==> src/rtl/usr_pkg.sv <==
// Shared types for the universal shift register: operation modes, FSM states and
// the per-bit next-value select.
package usr_pkg;

  typedef enum logic [2:0] {
    ModeHold = 3'd0,
    ModeLoad = 3'd1,
    ModeShr  = 3'd2,
    ModeShl  = 3'd3,
    ModeRotr = 3'd4,
    ModeRotl = 3'd5,
    ModeAsr  = 3'd6,
    ModeRsvd = 3'd7
  } usr_mode_t;

  typedef enum logic [1:0] {
    StIdle  = 2'd0,
    StShift = 2'd1,
    StDone  = 2'd2
  } usr_state_t;

  // Source of each bit's next value; "high"/"low" are the neighbours at i+1 / i-1.
  typedef enum logic [1:0] {
    SelHold     = 2'd0,
    SelLoad     = 2'd1,
    SelFromHigh = 2'd2,
    SelFromLow  = 2'd3
  } usr_sel_t;

  // Only shifting/rotating modes can start a counted burst.
  function automatic logic is_burst_mode(usr_mode_t m);
    return (m >= ModeShr) && (m <= ModeAsr);
  endfunction

endpackage

==> src/rtl/universal_shift_register_if.sv <==
// Control/data bundle of the universal shift register. master drives the
// controls, slave is the register itself.
interface universal_shift_register_if #(
  parameter int unsigned WIDTH = 8,
  parameter int unsigned CW    = $clog2(WIDTH + 1)
);
  logic             en;
  logic [2:0]       mode;
  logic [WIDTH-1:0] load_data;
  logic             ser_in_msb;
  logic             ser_in_lsb;
  logic             start;
  logic [CW-1:0]    shift_count;
  logic             busy;
  logic             done;
  logic [WIDTH-1:0] par_out;
  logic             ser_out_lsb;
  logic             ser_out_msb;

  modport master (
    output en, mode, load_data, ser_in_msb, ser_in_lsb, start, shift_count,
    input  busy, done, par_out, ser_out_lsb, ser_out_msb
  );

  modport slave (
    input  en, mode, load_data, ser_in_msb, ser_in_lsb, start, shift_count,
    output busy, done, par_out, ser_out_lsb, ser_out_msb
  );
endinterface

==> src/rtl/usr_bit_cell.sv <==
// One register bit: next-value mux (hold/load/neighbour above/neighbour below)
// feeding an async-reset flop.
module usr_bit_cell
  import usr_pkg::*;
(
  input  logic     clk,
  input  logic     rst_n,
  input  usr_sel_t sel,
  input  logic     load_bit,
  input  logic     from_high,
  input  logic     from_low,
  output logic     q
);

  logic d;

  // Select the bit's next value.
  always_comb begin
    d = q;
    unique case (sel)
      SelHold:     d = q;
      SelLoad:     d = load_bit;
      SelFromHigh: d = from_high;
      SelFromLow:  d = from_low;
      default:     d = q;
    endcase
  end

  // Bit storage, cleared asynchronously.
  always_ff @(posedge clk or negedge rst_n) begin
    if (!rst_n) q <= 1'b0;
    else        q <= d;
  end

endmodule

==> src/rtl/universal_shift_register.sv <==
// Universal shift register: WIDTH bit cells, boundary muxing for serial-in,
// rotate and arithmetic shift, plus an IDLE/SHIFT/DONE burst engine with a
// down-counter.
module universal_shift_register
  import usr_pkg::*;
#(
  parameter int unsigned WIDTH = 8,
  localparam int unsigned CW   = $clog2(WIDTH + 1)
) (
  input logic                       clk,
  input logic                       rst_n,
  universal_shift_register_if.slave bus
);

  usr_state_t       state_q, state_d;
  usr_mode_t        mode_q, mode_d;
  logic [CW-1:0]    cnt_q, cnt_d;
  usr_mode_t        mode_in;
  usr_mode_t        op;       // operation applied at the coming edge
  usr_sel_t         sel;
  logic             msb_in;   // value entering the MSB on a rightward move
  logic             lsb_in;   // value entering the LSB on a leftward move
  logic [WIDTH-1:0] q;

  assign mode_in = usr_mode_t'(bus.mode);

  // Next state, burst bookkeeping and choice of operation for this cycle.
  always_comb begin
    state_d = state_q;
    mode_d  = mode_q;
    cnt_d   = cnt_q;
    op      = ModeHold;
    unique case (state_q)
      StIdle: begin
        // start wins over en, but only for modes that can burst.
        if (bus.start && is_burst_mode(mode_in)) begin
          state_d = StShift;
          mode_d  = mode_in;
          cnt_d   = bus.shift_count;
        end else if (bus.en) begin
          op = mode_in;
        end
      end
      StShift: begin
        if (cnt_q == '0) begin
          state_d = StDone;
        end else begin
          op    = mode_q;
          cnt_d = cnt_q - CW'(1);
        end
      end
      StDone:  state_d = StIdle;
      default: state_d = StIdle;
    endcase
  end

  // FSM state, latched burst mode and remaining count.
  always_ff @(posedge clk or negedge rst_n) begin
    if (!rst_n) begin
      state_q <= StIdle;
      mode_q  <= ModeHold;
      cnt_q   <= '0;
    end else begin
      state_q <= state_d;
      mode_q  <= mode_d;
      cnt_q   <= cnt_d;
    end
  end

  // Decode the operation into a per-bit select and the boundary inputs.
  always_comb begin
    sel    = SelHold;
    msb_in = 1'b0;
    lsb_in = 1'b0;
    unique case (op)
      ModeLoad: sel = SelLoad;
      ModeShr: begin
        sel    = SelFromHigh;
        msb_in = bus.ser_in_msb;
      end
      ModeShl: begin
        sel    = SelFromLow;
        lsb_in = bus.ser_in_lsb;
      end
      ModeRotr: begin
        sel    = SelFromHigh;
        msb_in = q[0];
      end
      ModeRotl: begin
        sel    = SelFromLow;
        lsb_in = q[WIDTH-1];
      end
      ModeAsr: begin
        sel    = SelFromHigh;
        msb_in = q[WIDTH-1];
      end
      default: sel = SelHold;
    endcase
  end

  for (genvar i = 0; i < WIDTH; i++) begin : g_cell
    logic from_high;
    logic from_low;

    if (i == WIDTH - 1) begin : g_msb
      assign from_high = msb_in;
    end else begin : g_hi
      assign from_high = q[i+1];
    end

    if (i == 0) begin : g_lsb
      assign from_low = lsb_in;
    end else begin : g_lo
      assign from_low = q[i-1];
    end

    usr_bit_cell u_cell (
      .clk       (clk),
      .rst_n     (rst_n),
      .sel       (sel),
      .load_bit  (bus.load_data[i]),
      .from_high (from_high),
      .from_low  (from_low),
      .q         (q[i])
    );
  end

  assign bus.par_out     = q;
  assign bus.ser_out_lsb = q[0];
  assign bus.ser_out_msb = q[WIDTH-1];
  assign bus.busy        = (state_q == StShift);
  assign bus.done        = (state_q == StDone);

endmodule

==> src/flat_wrapper.sv <==
// flat-port wrapper written by rule: the top's interface ports become plain ports
module universal_shift_register_flat import usr_pkg::*;
#(
  parameter int unsigned WIDTH = 8,
  localparam int unsigned CW   = $clog2(WIDTH + 1)
)
  (clk, rst_n, bus_en, bus_mode, bus_load_data, bus_ser_in_msb, bus_ser_in_lsb, bus_start, bus_shift_count, bus_busy, bus_done, bus_par_out, bus_ser_out_lsb, bus_ser_out_msb);
  universal_shift_register_if #(.WIDTH(WIDTH)) bus_i ();
  input logic clk;
  input logic rst_n;
  input wire logic [$bits(bus_i.en)-1:0] bus_en;
  input wire logic [$bits(bus_i.mode)-1:0] bus_mode;
  input wire logic [$bits(bus_i.load_data)-1:0] bus_load_data;
  input wire logic [$bits(bus_i.ser_in_msb)-1:0] bus_ser_in_msb;
  input wire logic [$bits(bus_i.ser_in_lsb)-1:0] bus_ser_in_lsb;
  input wire logic [$bits(bus_i.start)-1:0] bus_start;
  input wire logic [$bits(bus_i.shift_count)-1:0] bus_shift_count;
  output wire logic [$bits(bus_i.busy)-1:0] bus_busy;
  output wire logic [$bits(bus_i.done)-1:0] bus_done;
  output wire logic [$bits(bus_i.par_out)-1:0] bus_par_out;
  output wire logic [$bits(bus_i.ser_out_lsb)-1:0] bus_ser_out_lsb;
  output wire logic [$bits(bus_i.ser_out_msb)-1:0] bus_ser_out_msb;
  assign bus_i.en = bus_en;
  assign bus_i.mode = bus_mode;
  assign bus_i.load_data = bus_load_data;
  assign bus_i.ser_in_msb = bus_ser_in_msb;
  assign bus_i.ser_in_lsb = bus_ser_in_lsb;
  assign bus_i.start = bus_start;
  assign bus_i.shift_count = bus_shift_count;
  assign bus_busy = bus_i.busy;
  assign bus_done = bus_i.done;
  assign bus_par_out = bus_i.par_out;
  assign bus_ser_out_lsb = bus_i.ser_out_lsb;
  assign bus_ser_out_msb = bus_i.ser_out_msb;
  universal_shift_register #(.WIDTH(WIDTH)) u_core (.clk(clk), .rst_n(rst_n), .bus(bus_i));
endmodule
==> config.mk <==
export PLATFORM = sky130hd
export DESIGN_NAME = universal_shift_register_flat
export DESIGN_NICKNAME = d
export VERILOG_FILES = /design/src/rtl/usr_pkg.sv /design/src/rtl/universal_shift_register_if.sv /design/src/rtl/usr_bit_cell.sv /design/src/rtl/universal_shift_register.sv /design/src/flat_wrapper.sv
export SDC_FILE = /design/constraint.sdc
export NUM_CORES = 1
export LEC_CHECK = 0
export CAP_MARGIN = 15
export CORE_ASPECT_RATIO = 1.2
export CORE_MARGIN = 2
export CORE_UTILIZATION = 47
export CTS_BUF_LIST = sky130_fd_sc_hd__clkbuf_2 sky130_fd_sc_hd__clkbuf_4 sky130_fd_sc_hd__clkbuf_8
export CTS_CLUSTER_DIAMETER = 40
export CTS_CLUSTER_SIZE = 16
export DETAILED_ROUTE_END_ITERATION = 16
export PLACE_DENSITY = 0.81
export SLEW_MARGIN = 20
export SYNTH_ARGS = -nofsm -noshare
export SYNTH_HDL_FRONTEND = slang
export SYNTH_HIERARCHICAL = 1
export SYNTH_SLANG_ARGS = --single-unit
==> constraint.sdc <==
create_clock -name clk -period 3.3 [get_ports clk]
set_input_delay 0.66 -clock clk [delete_from_list [all_inputs] [get_ports clk]]
set_output_delay 0.66 -clock clk [all_outputs]
set_load 0.05 [all_outputs]
==> key figures, run 1 <==
Status
  • Run status: finished, final reports clean

Clock tree
  • Max clock buf depth: 2
  • CTS HTree Levels: 1
  • Clock slew seen by the registers of the worst setup and hold paths: 0.10 ns
  • Clock tree from TritonCTS: built
  • Number of buffers added to fix hold violations after cts: 0
  • Clk sink count: 17
  • Resized Gates After CTS: 0
  • Buffer count from post-CTS setup fixing: 0
  • Root Buffer Master: sky130_fd_sc_hd__clkbuf_4
  • Worst-Skew Late Latency: 0.29 ns
  • CTS Buf Count: 3

Synthesis
  • Nets in the synthesized netlist: 112
  • Synth warn: 6
  • Number of standard cells after synthesis: 90
  • Dominant combinational cell family by area after synthesis: multiplexers
  • Synthesized area: 0.001013 mm^2
  • Average footprint of a synthesized cell: 11.26 um^2
  • Multiplexer area fraction after synthesis: 21.11%
  • Synthesized flop and latch total: 17
  • Synth Area in Compound Gates: 12.47%
  • Adder-cell share of the synthesized area: 1.235%
  • Post-synthesis share of cell area spent on and, or, nand and nor gates: 13.95%
  • Library cells used by synthesis: 27
  • Synth Area in XOR/XNOR: 0%
  • Sequential element share of the synthesized area: 41.98%

STA
  • Number of hold-slack violations in the final timing report: 0
  • Final count of negative-setup-slack endpoints: 0
  • Setup TNS: 0 ns
  • Period utilisation layout: 83.11%
  • Maximum clock skew at final layout: 0.001099 ns
  • Highest achievable clock rate: 0.3646 GHz
  • Worst-case headroom to the max-slew limit: 49.78%
  • Transition time of the tightest slew-check pin: 0.7509 ns
  • Clock period minus final worst setup slack: 2.743 ns
  • Max Transition Viols Final: 0
  • Setup repair after global routing missed its margin: false

Layout
  • Final layout net count: 142
  • Number of diodes added for antenna fixing: 0
  • Layout cells sized above 1: 15.97%
  • Utilization of the core after routing: 65.69%
  • Post-synthesis to final-layout area growth: 32.84%

Routing
  • Final antenna-violating net count: 0
  • Mean number of vias per cell: 5.698
  • Final routed wirelength across all metal layers: 2255 um
  • Highest metal used: met4
  • Total routed wire length on the met1 layer: 933 um
  • DRC violations left: 0
  • Vias after detailed routing: 849
  • Detailed-route wire length per cell: 15.13 um
  • Starting DRT DRC Count: 26
  • First-pass iteration count of the detailed router: 4
  • Amount of wire on met2 after detailed routing: 1150 um
  • DR WL met3: 131 um

Place
  • Count of input and output buffers: 32
  • Detailed placement HPWL: 1723 um
  • Placer's final routability congestion estimate: 0.7615

Global route
  • Antenna violations before repair: 0
  • First-pass GRT wire length: 3463 um
  • GRT Overall Usage: 19.89%
  • Pin count of the biggest net entering global routing: 18
  • Overall overflow remaining after global route: 0
  • Vias in the first global route: 793

Floorplan
  • X dimension of the die: 46.39 um
  • Height of the chip: 54.87 um
  • Full die area: 0.002545 mm^2
  • Number of top-level design ports: 33
  • Number of core rows: 18
  • Initial core utilization: 49.45%
  • Core Area: 0.002049 mm^2

Worst setup path
  • Kind of critical path: reg2out
  • Largest fanout of any net on the critical path: 10
  • WP data arrival: 2.08 ns
  • Reg-to-reg slack, setup: 0.96 ns
  • Crit path capture type: output pin
  • Critical path startpoint category: flip-flop
  • Req. time, crit path: 2.64 ns
  • Reg2Reg Launch Point: u_core/state_q[1]
  • Reg-to-reg endpoint: u_core/g_cell[3].u_cell/q
  • Critical Path End: bus_busy
  • Length in cells of the worst reg-to-reg path: 7
  • Worst Setup SP: u_core/state_q[1]

Hold path
  • Worst hold-check path type: reg2reg
  • Min-delay src: u_core/cnt_q[1]

Power and ir drop
  • IR drop worst, VDD: 0.6682 mV
  • Pwr/cell area: 1161 mW/mm^2
  • Leak: 0.0005327 uW

Job
  • Max-cap viol count: 0
worst min path at each step:
stage	endpoint	cells after the start	slack, ns
floorplan	u_core/cnt_q[0]	0	0.36
global placement	u_core/cnt_q[1]	2	0.49
detailed placement	u_core/cnt_q[1]	2	0.49
CTS	u_core/cnt_q[1]	2	0.51
global route	u_core/cnt_q[1]	2	0.54
finish	u_core/cnt_q[1]	2	0.51
kinds of logic (layout without fill, tap and decap cells):
group,after synthesis,in the layout
multiplexers,11,11
adder cells (fa/ha/maj),1,1
flip-flops,17,17
AO/OA/AOI/OAI,19,19
AND/OR/NAND/NOR,26,26
buffers and inverters,16,45
worst max-delay path: stages (launching register included):
cell	delay, ns
sky130_fd_sc_hd__dfrtp_1	0.43
sky130_fd_sc_hd__nand2b_1	0.32
sky130_fd_sc_hd__inv_1	0.20
sky130_fd_sc_hd__clkdlybuf4s50_1	0.83
cells in the mapped netlist:
master                     number  share of area, %
sky130_fd_sc_hd__dfrtp_1       17                42
sky130_fd_sc_hd__buf_4          9               6.7
sky130_fd_sc_hd__mux4_2         8                18
sky130_fd_sc_hd__inv_1          7               2.6
sky130_fd_sc_hd__nor2_1         7               2.6
sky130_fd_sc_hd__a21oi_1        6               3.0
sky130_fd_sc_hd__nand3_1        5               2.5
sky130_fd_sc_hd__nand2_1        4               1.5
sky130_fd_sc_hd__a32o_1         3               3.0
sky130_fd_sc_hd__mux2_2         3               3.3
sky130_fd_sc_hd__o21ai_0        3               1.5
sky130_fd_sc_hd__nand2b_1       2               1.2
sky130_fd_sc_hd__nor3b_1        2               1.5
sky130_fd_sc_hd__a21oi_2        1              0.86
sky130_fd_sc_hd__a311oi_1       1              0.86
sky130_fd_sc_hd__a31oi_1        1              0.62
sky130_fd_sc_hd__a32oi_1        1              0.86
sky130_fd_sc_hd__and2_1         1              0.62
sky130_fd_sc_hd__and3_1         1              0.62
sky130_fd_sc_hd__ha_1           1               1.2
sky130_fd_sc_hd__nor3_1         1              0.49
sky130_fd_sc_hd__nor4b_2        1               1.5
sky130_fd_sc_hd__o211ai_1       1              0.74
sky130_fd_sc_hd__o21ai_1        1              0.49
sky130_fd_sc_hd__o22ai_1        1              0.62
sky130_fd_sc_hd__or3_1          1              0.62
sky130_fd_sc_hd__or3b_1         1              0.86
power breakdown:
part / switching, uW / total, uW / internal, uW / leakage (uW)
Clock: 66.3 / 111 / 45.1 / 0.0000177
Sequential: 96.1 / 415 / 319 / 0.000208
Combinational: 582 / 1040 / 456 / 0.000307
Total: 744 / 1560 / 819 / 0.000533
cell usage in the layout, fill, tap and decap left out, types with 3 or more instances in the layout:
master	count
sky130_fd_sc_hd__o21ai_0	3
sky130_fd_sc_hd__mux4_2	8
sky130_fd_sc_hd__nor2_1	7
sky130_fd_sc_hd__nand2_1	4
sky130_fd_sc_hd__nand3_1	5
sky130_fd_sc_hd__clkdlybuf4s50_1	32
sky130_fd_sc_hd__clkbuf_4	3
sky130_fd_sc_hd__a32o_1	3
sky130_fd_sc_hd__dfrtp_1	17
sky130_fd_sc_hd__mux2_2	3
sky130_fd_sc_hd__a21oi_1	6
sky130_fd_sc_hd__inv_1	7
through the flow:
step	setup slack [ns]	total power [uW]	cells	hold WS (ns)	instance area (um^2)
floorplan	0.6528	1224	90	0.3644	1013
global placement	0.4445	1410	145	0.4860	1319
detailed placement	0.3254	1452	145	0.4872	1319
CTS	0.5458	1570	149	0.5107	1346
global route	0.4449	1667	149	0.5412	1346
finish	0.5573	1563	149	0.5134	1346
final cells by class:
type / count / area (um^2)
Timing Repair Buffer: 34 / 335.3
Sequential cell: 17 / 425.4
Fill cell: 157 / 703.2
Multi-Input combinational cell: 57 / 494.2
Tap cell: 30 / 37.54
Inverter: 7 / 26.28
Clock inverter: 1 / 5.005
Clock buffer: 3 / 22.52
per-layer routing:
layer	GRT usage, %	vias up
li1	-	387
met1	23.29	418
met2	35.65	37
met3	1.980	7
met4	9.524	0
met5	0	-
registers in the layout, summed over array words and instances, names as in the netlist:
name	flops
u_core/g_cell.u_cell/q	8
u_core/mode_q	3
u_core/state_q	2
u_core/cnt_q	4
No activity file was read; power rests on OpenSTA's default activity.
==> run 2: changes to the inputs <==
==> constraint.sdc (replaced) <==
create_clock -name clk -period 2.71 [get_ports clk]
set_input_delay 0.542 -clock clk [delete_from_list [all_inputs] [get_ports clk]]
set_output_delay 0.542 -clock clk [all_outputs]
set_load 0.05 [all_outputs]
==> run 2 against run 1 <==
Largest cell class unchanged. Routed wire length up 0.89%. Global-route usage up 0.15 points. Final cell count up 2.7%. Hold slack worse by 0.0033 ns. Critical path depth unchanged.
==> key figures, run 2 (synthesis gave the netlist of run 1 again) <==
Status
  • Run status: finished, final reports clean

Routing
  • Detailed-route wire length per cell: 14.87 um (-1.8%)
  • Final routed wirelength across all metal layers: 2275 um (+0.89%)
  • First-pass iteration count of the detailed router: 4 (unchanged)
  • DRC violations left: 0 (unchanged)
  • Final antenna-violating net count: 0 (unchanged)
  • Mean number of vias per cell: 5.549 (-2.6%)
  • Vias after detailed routing: 849 (unchanged)
  • Starting DRT DRC Count: 16 (-38%)

Clock tree
  • CTS Buf Count: 3 (unchanged)
  • Clock tree from TritonCTS: built
  • Root Buffer Master: sky130_fd_sc_hd__clkbuf_4
  • Clock slew seen by the registers of the worst setup and hold paths: 0.10 ns (about the same)
  • Clk sink count: 17 (unchanged)
  • Buffer count from post-CTS setup fixing: 0 (unchanged)
  • Number of buffers added to fix hold violations after cts: 0 (unchanged)
  • Worst-Skew Late Latency: 0.28 ns (about the same)
  • CTS HTree Levels: 1 (unchanged)
  • Resized Gates After CTS: 0 (unchanged)
  • Max clock buf depth: 2 (unchanged)

Floorplan
  • X dimension of the die: 46.39 um (unchanged)
  • Number of core rows: 18 (unchanged)
  • Core Area: 0.002049 mm^2 (unchanged)
  • Height of the chip: 54.87 um (unchanged)
  • Number of top-level design ports: 33 (unchanged)
  • Full die area: 0.002545 mm^2 (unchanged)
  • Initial core utilization: 49.45% (unchanged)

STA
  • Maximum clock skew at final layout: 0.002115 ns (+0.001016 ns)
  • Max Transition Viols Final: 0 (unchanged)
  • Setup TNS: 0 ns (unchanged)
  • Number of hold-slack violations in the final timing report: 0 (unchanged)
  • Worst-case headroom to the max-slew limit: 49.27% (-0.52 points)
  • Worst slack on hold paths: 0.5101 ns (-0.003325 ns)
  • Setup repair after global routing missed its margin: false
  • Highest achievable clock rate: 0.3842 GHz
  • Final count of negative-setup-slack endpoints: 0 (unchanged)
  • Period utilisation layout: 96.04%
  • Clock period minus final worst setup slack: 2.603 ns
  • Transition time of the tightest slew-check pin: 0.7586 ns (+0.007753 ns)

Global route
  • First-pass GRT wire length: 3650 um (+5.4%)
  • Antenna violations before repair: 0 (unchanged)
  • Pin count of the biggest net entering global routing: 18 (unchanged)
  • Overall overflow remaining after global route: 0 (unchanged)
  • GRT Overall Usage: 20.04% (+0.15 points)
  • Vias in the first global route: 847 (+6.8%)

Worst setup path
  • Largest fanout of any net on the critical path: 10 (unchanged)
  • Crit path capture type: output pin
  • Critical path startpoint category: flip-flop
  • WP data arrival: 2.06 ns (-0.02 ns)
  • Reg-to-reg slack, setup: 0.38 ns (-0.58 ns)
  • Buffers & Inverters on Critical Path: 2 (unchanged)
  • WP depth: 3 (unchanged)
  • List of cells traversed by the critical path: nand2b_1 -> inv_1 -> clkdlybuf4s50_1
  • Largest stage delay on the critical path: 0.82 ns (about the same)
  • Highest-delay cell along the critical path: sky130_fd_sc_hd__clkdlybuf4s50_1
  • Length in cells of the worst reg-to-reg path: 7 (unchanged)
  • Reg-to-reg endpoint: u_core/g_cell[3].u_cell/q
  • Kind of critical path: reg2out
  • Reg2Reg Launch Point: u_core/state_q[1]
  • Delay-heaviest family, CP: buffers and inverters
  • Req. time, crit path: 2.17 ns (-0.47 ns)

Place
  • Count of input and output buffers: 32 (unchanged)
  • Detailed placement HPWL: 1716 um (-0.39%)
  • Placer's final routability congestion estimate: 0.8326 (+9.3%)
  • Dpl cell area: 0.001349 mm^2 (+2.3%)

Layout
  • Largest register FFs: 8 (unchanged)
  • Post-synthesis to final-layout area growth: 36.05%
  • Number of diodes added for antenna fixing: 0 (unchanged)
  • Layout cells sized above 1: 18.70% (+2.7 points)
  • Most used cells in the layout excluding fill and tap cells: sky130_fd_sc_hd__clkdlybuf4s50_1, sky130_fd_sc_hd__dfrtp_1, sky130_fd_sc_hd__mux4_2
  • Final Instance Area: 0.001379 mm^2 (+2.4%)
  • Most frequent standard cell in the layout excluding fill and tap cells: sky130_fd_sc_hd__clkdlybuf4s50_1
  • Final layout net count: 146 (+2.8%)
  • Register ranked first by flip-flop count: u_core/g_cell.u_cell/q
  • Filler cell count in the final layout: 159 (+1.3%)
  • Top flop regs: u_core/g_cell.u_cell/q x8, u_core/cnt_q x4, u_core/mode_q x3

Power and ir drop
  • Pwr/cell area: 1403 mW/mm^2 (+21%)
  • Switching share of power: 46.70% (-0.90 points)
  • Post-route total power: 1935 uW (+24%)
  • Sw Pwr: 903.6 uW (+21%)
  • Total internal power: 1031 uW (+26%)
  • IR drop worst, VDD: 1.053 mV (+58%)
  • Clock power frac: 7.6% (+0.5 points)
  • Share of power burned in registers: 26.1% (-0.4 points)
  • Leak: 0.0005537 uW (+3.9%)
  • Combinational group share of total power: 66.3% (about the same)

Job
  • Max-cap viol count: 0 (unchanged)

Hold path
  • Sink of the worst hold path: u_core/cnt_q[1]
  • Min-delay src: u_core/cnt_q[1]
  • Worst hold-check path type: reg2reg
  • Worst Hold Depth: 2 (unchanged)
==> run 2: worst max path at each step <==
stage                       from  slack [ns]                   endpoint
2_1_floorplan        bus_mode[1]        0.18  u_core/g_cell[2].u_cell/q
6_report       u_core/state_q[1]        0.11                   bus_busy
3_5_place_dp         bus_mode[2]      -0.005  u_core/g_cell[0].u_cell/q
4_1_cts        u_core/state_q[1]        0.10                   bus_busy
3_3_place_gp         bus_mode[2]        0.05  u_core/g_cell[3].u_cell/q
5_1_grt        u_core/state_q[1]        0.03                   bus_busy
==> run 2: cell type report <==
class	count	area, um^2	area share, %
Multi-Input combinational cell	57	494.2	35.84
Sequential cell	17	425.4	30.85
Timing Repair Buffer	38	365.4	26.50
Tap cell	30	37.54	2.722
Clock buffer	4	30.03	2.178
Inverter	7	26.28	1.906
==> run 2: worst register-to-register path: cells and delay by family (launching register included) <==
family,cells,cell delay (ns)
flip-flops,1,0.44
AO/OA/AOI/OAI,2,0.54
buffers and inverters,2,0.28
AND/OR/NAND/NOR,2,0.42
multiplexers,1,0.53
==> run 2: metrics by stage <==
step                      std cells  utilization, %  setup slack, ns
after global routing            153           67.28          0.02566
after floorplan                  90               -           0.1808
after detailed placement        149           65.81        -0.004917
after global placement          149           65.81          0.05340
final                           153           67.28           0.1073
after CTS                       153           67.28           0.1020
==> run 2: power by group through the flow <==
| stage | combinational [uW] | sequential (uW) | clock [uW] |
|---|---|---|---|
| after global placement | 1240 | 503 | 0 |
| after CTS | 1290 | 504 | 148 |
| after global routing | 1390 | 520 | 157 |
| final | 1280 | 504 | 148 |
| after detailed placement | 1280 | 508 | 0 |
| after floorplan | 970 | 520 | 0 |
==> run 2: metal layers <==
layer,global-route usage (%),vias up,part of all wire (%)
met4,2.857,0,0.26
met5,0,-,0
met2,37.50,30,52
met3,3.300,2,6.8
met1,24.15,421,41
li1,-,396,-
